## src/rtl/dequeue_rr_arbiter.sv

```systemverilog
// Round-robin arbiter feeding one dequeue shift register from NumChan word sources, tagging each loaded word with its channel.
// Optional per-channel saturating grant counters when DEQ_RR_ARB_STATS_EN is defined.
module dequeue_rr_arbiter #(
  parameter int NumChan = 4,
  parameter int DataWidth = 64,
  localparam int IdWidth = (NumChan > 1) ? $clog2(NumChan) : 1
) (
  input  logic                           clk_i,
  input  logic                           rst_ni,
  input  logic [NumChan-1:0]             req_valid_i,
  output logic [NumChan-1:0]             req_ready_o,
  input  logic [NumChan*DataWidth-1:0]   req_data_i,
  output logic                           sr_valid_o,
  input  logic                           sr_ready_i,
  output logic [DataWidth-1:0]           sr_data_o,
  input  logic                           sr_cont_data_i,
  input  logic                           sr_first_hs_i,
`ifdef DEQ_RR_ARB_STATS_EN
  input  logic                           stats_clr_i,
  output logic [NumChan*16-1:0]          grant_cnt_o,
`endif
  output logic [IdWidth-1:0]             chan_id_o,
  output logic                           chan_id_valid_o,
  output logic                           started_o
);

  typedef enum logic {IDLE, OFFER} state_t;

  state_t             state;
  logic [IdWidth-1:0] grant_q;
  logic [IdWidth-1:0] rr_q;
  logic [IdWidth-1:0] chan_id_q;
  logic               chan_id_valid_q;
  logic               started_q;
  logic               hs;

  // First valid channel scanning upward from the pointer with wrap-around.
  function automatic logic [IdWidth-1:0] pick(input logic [NumChan-1:0] v,
                                              input logic [IdWidth-1:0] p);
    logic [IdWidth-1:0] r;
    int idx;
    r = p;
    for (int i = NumChan - 1; i >= 0; i--) begin
      idx = (int'(p) + i) % NumChan;
      if (v[idx]) r = IdWidth'(idx);
    end
    return r;
  endfunction

  function automatic logic [IdWidth-1:0] next_ptr(input logic [IdWidth-1:0] g);
    return (g == IdWidth'(NumChan - 1)) ? '0 : g + IdWidth'(1);
  endfunction

  assign hs = (state == OFFER) && sr_ready_i;

  always_ff @(posedge clk_i or negedge rst_ni) begin
    if (!rst_ni) begin
      state           <= IDLE;
      grant_q         <= '0;
      rr_q            <= '0;
      chan_id_q       <= '0;
      chan_id_valid_q <= 1'b0;
      started_q       <= 1'b0;
    end else begin
      // After each load the arbiter spends one cycle in IDLE, re-arbitrating
      // from the advanced pointer; this caps loads at one every two cycles.
      case (state)
        IDLE: begin
          if (|req_valid_i) begin
            grant_q <= pick(req_valid_i, rr_q);
            state   <= OFFER;
          end
        end
        OFFER: begin
          if (sr_ready_i) begin
            rr_q  <= next_ptr(grant_q);
            state <= IDLE;
          end
        end
        default: state <= IDLE;
      endcase

      if (hs) begin
        chan_id_q       <= grant_q;
        chan_id_valid_q <= 1'b1;
        started_q       <= 1'b0;
      end else begin
        if (sr_first_hs_i) started_q <= 1'b1;
        if (!sr_cont_data_i) chan_id_valid_q <= 1'b0;
      end
    end
  end

  always_comb begin
    req_ready_o = '0;
    if (state == OFFER) req_ready_o[grant_q] = sr_ready_i;
  end

  assign sr_valid_o      = (state == OFFER);
  assign sr_data_o       = (state == OFFER) ? req_data_i[int'(grant_q)*DataWidth +: DataWidth] : '0;
  assign chan_id_o       = chan_id_q;
  assign chan_id_valid_o = chan_id_valid_q;
  assign started_o       = started_q;

`ifdef DEQ_RR_ARB_STATS_EN
  logic [NumChan-1:0][15:0] cnt_q;

  always_ff @(posedge clk_i or negedge rst_ni) begin
    if (!rst_ni) begin
      cnt_q <= '0;
    end else if (stats_clr_i) begin
      cnt_q <= '0;
    end else if (hs && (cnt_q[grant_q] != 16'hFFFF)) begin
      cnt_q[grant_q] <= cnt_q[grant_q] + 16'd1;
    end
  end

  assign grant_cnt_o = cnt_q;
`endif

`ifndef SYNTHESIS
  a_ready_onehot0: assert property (@(posedge clk_i) disable iff (!rst_ni)
    $onehot0(req_ready_o));
  a_data_stable: assert property (@(posedge clk_i) disable iff (!rst_ni)
    (sr_valid_o && !sr_ready_i) |=> $stable(sr_data_o));
  a_first_hs_tagged: assert property (@(posedge clk_i) disable iff (!rst_ni)
    sr_first_hs_i |-> chan_id_valid_o);
`endif

endmodule

```

## config.mk

```make
export PLATFORM = sky130hd
export DESIGN_NAME = dequeue_rr_arbiter
export DESIGN_NICKNAME = d
export VERILOG_FILES = /design/src/rtl/dequeue_rr_arbiter.sv
export SDC_FILE = /design/constraint.sdc
export NUM_CORES = 1
export LEC_CHECK = 0
export BUFFER_PORTS_ARGS = -buffer_cell sky130_fd_sc_hd__buf_2
export CORE_AREA = 5 5 128 130
export CTS_CLUSTER_DIAMETER = 30
export DETAILED_ROUTE_END_ITERATION = 6
export DIE_AREA = 0 0 133 135
export PLACE_DENSITY = 0.49
export SYNTH_ARGS = -nofsm -noshare
export SYNTH_HDL_FRONTEND = slang
export SYNTH_SLANG_ARGS = --single-unit
```

## constraint.sdc

```tcl
create_clock -name clk_i -period 3.3 [get_ports clk_i]
set_clock_uncertainty 0.15 [all_clocks]
set_input_delay 0.165 -clock clk_i [delete_from_list [all_inputs] [get_ports clk_i]]
set_output_delay 0.165 -clock clk_i [all_outputs]
set_load 0.02 [all_outputs]
```

==> flow_metrics.tcl <==
set metrics [dict create \
    status "complete, no violations" \
    die_h_um 135 \
    clkPwrFrac_pct 9.2 \
    async_flop_share_pct 100 \
    num_vias 3234 \
    dp.final_hpwl_um 11700 \
    grt_pass1_wl_um 19500 \
    clkSinkCount 9 \
    ant_nets 0 \
    synthTopCellsByArea "mux4_2 (59%), and2_1 (16%), dfrtp_1 (9.2%)" \
    peakVddDrop_mv 0.342 \
    io_buffers 337 \
    ys_dominant_reg_cell "dfrtp_1" \
    post_drt_via_cell_ratio 4.54 \
    crit_fanout 37 \
    p_sw_uw 1040 \
    die_w_um 133 \
    synth_seq_cells 9 \
    crit_arrival_ns 2.13 \
    p_leak_uw 0.00225 \
    seqPwrFrac_pct 11.5 \
    ys.warnings.count 0 \
    num-nets-final 794 \
    n_antenna_cell 0 \
    worst_setup_path_end_kind "primary output" \
    synth_cell_type_count 25 \
    synth_largest_area_cell "mux4_2" \
    fin_setup_tns_ns 0 \
    cp-start-kind "register" \
    yosysSeqAreaShare_pct 9.23 \
    grt_overflow_total 0 \
    grt_pass1_vias 3475 \
    switching_share_pct 44.6 \
    avgSynthCellArea_sq_um 12.3 \
    holdCritPathClass "input port to register" \
    htreeDepth 1 \
    placedCellCount 706 \
    drc 0 \
    drv_cap 0 \
    post-place-ws_ns 1.10 \
    final_max_slew_viol_count 0 \
    period_needed_ns 2.44 \
    finalCritPeriodShare_pct 74.0 \
    io_pins 338 \
    antenna_found_initial 0 \
    combPwrFrac_pct 79.4 \
    coreArea_sq_mm 0.0150 \
    r2r_cells 4 \
    track_usage_pct 13.5 \
    drt_iter0_drc 115 \
    start_util_pct 16.2 \
    finalHoldViolCount 0 \
    clk_latency_ns 0.24 \
    tightest_slew_ns 0.774 \
    syn_inst 199 \
    finalSetupViolations 0 \
    worstSetupPathType "register to primary output" \
    dr.pass1.iters 4 \
    relSlewSlack_pct 48.4 \
    cts_root_buffer "clkbuf_16" \
    clockBufferDepth 2 \
    numCtsBuffers 3 \
    netlist_area_sq_mm 0.00244 \
    cts_tree "done" \
    rows 45 \
    drt_wl_total_um 13300 \
    synth-edff-count 0 \
    drive_above_1_share_pct 78.6 \
    areaGrowthSynthToFinish_pct 80.6 \
    grt_max_degree 40 \
    synth_top_area_share_pct 59.1 \
    hold_path_depth 3 \
    dieArea_sq_mm 0.0180 \
    synth_common_cells "and2_1 (64), mux4_2 (64), dfrtp_1 (9), clkbuf_1 (8)" \
    p_total_uw 2340 \
    required_ns 2.98 \
    fin_ws_ns 0.857 \
    power_density_mw_per_mm2 531 \
    syn_nets 468 \
    p_int_uw 1300 \
    fill_cells 1615 \
    wl_per_cell_um 18.6 \
    clk_pin_slew_ns 0.04 \
    final_cell_count_no_fill 712 \
    rsz0062_at_grt "no" \
    fmax_mhz 409 \
    place_congestion 0.917 \
]
[what timing repair did]
item,4_1_cts,5_1_grt
buffers inserted,0,0
endpoints found under the hold margin,10,0
resized for setup,0,0
hold buffers,2,0
setup endpoints to repair,0,0
[through the flow]
step	area (sq um)	utilization, %	hold slack, ns
detailed placement	4310	28.6	-0.114
finish	4410	29.3	0.00111
global route	4410	29.3	0.0314
global placement	4310	28.6	-0.121
floorplan	2440	-	-0.281
CTS	4410	29.3	0.00126
[worst max-delay path, cell delays in order, from the launching register on]
cell and delay [ns]:
dfrtp_2 0.85, buf_12 0.29, mux4_2 0.35, and2_1 0.17, buf_2 0.15
[cells in the final DEF, fill, tap and decap left out, drive strengths merged]
cell type / count
and2: 64
a31oi: 1
clkbuf: 4
nor2b: 1
nor3: 1
mux2: 1
inv: 3
o21a: 1
dlygate4sd3: 2
nor2: 5
and3: 4
nor4: 1
ha: 4
a21oi: 1
o21bai: 1
mux2i: 1
nand2: 7
dfrtp: 9
buf: 341
o22ai: 1
a221oi: 1
o31ai: 1
mux4: 64
o21ai: 5
[sequential cells by signal, summed over array words and instances (netlist names)]
| name | flops |
|---|---|
| chan_id_valid_o | 1 |
| chan_id_o | 2 |
| sr_valid_o | 1 |
| started_o | 1 |
| grant_q | 2 |
| rr_q | 2 |
[final timing paths]
check | start | to | slack [ns]
max | grant_q[1] | sr_data_o[34] | 0.86
min | sr_cont_data_i | chan_id_valid_o | 0.001
max reg2reg | grant_q[1] | rr_q[1] | 1.20
min reg2reg | started_o | started_o | 0.32
max in group asynchronous | rst_ni | grant_q[0] | 2.63
min in group asynchronous | rst_ni | rr_q[0] | 0.16
[kinds of logic after synthesis]
family | Yosys count | share of synthesized area, %
compound gates | 12 | 3.03
fa+ha+maj | 4 | 2.05
buf+inv | 25 | 5.74
flops | 9 | 9.23
mux | 66 | 59.9
simple gates | 83 | 20.0
[power groups by stage]
stage / clock, uW / sequential (uW) / combinational, uW
CTS: 221 / 276 / 1890
global placement: 0 / 270 / 1860
global route: 227 / 285 / 2000
detailed placement: 0 / 277 / 1880
floorplan: 0 / 182 / 1390
finish: 214 / 269 / 1860
[final cells by class]
type | count | area (sq um) | share of cell area, %
inverters | 3 | 11.3 | 0.256
flip-flops and latches | 9 | 231 | 5.25
clock buffers | 4 | 78.8 | 1.79
repair buffers | 343 | 1770 | 40.3
multi-input cells | 165 | 2070 | 47.1
well taps | 188 | 235 | 5.34
[routing by layer]
metal | track usage [%] | up-vias | share of wire, %
li1 | - | 1445 | -
met1 | 16.6 | 1581 | 37
met2 | 24.4 | 186 | 53
met3 | 2.53 | 22 | 7.8
met4 | 3.12 | 0 | 1.9
met5 | 0 | - | 0
Power figures use the tool's default switching activity.
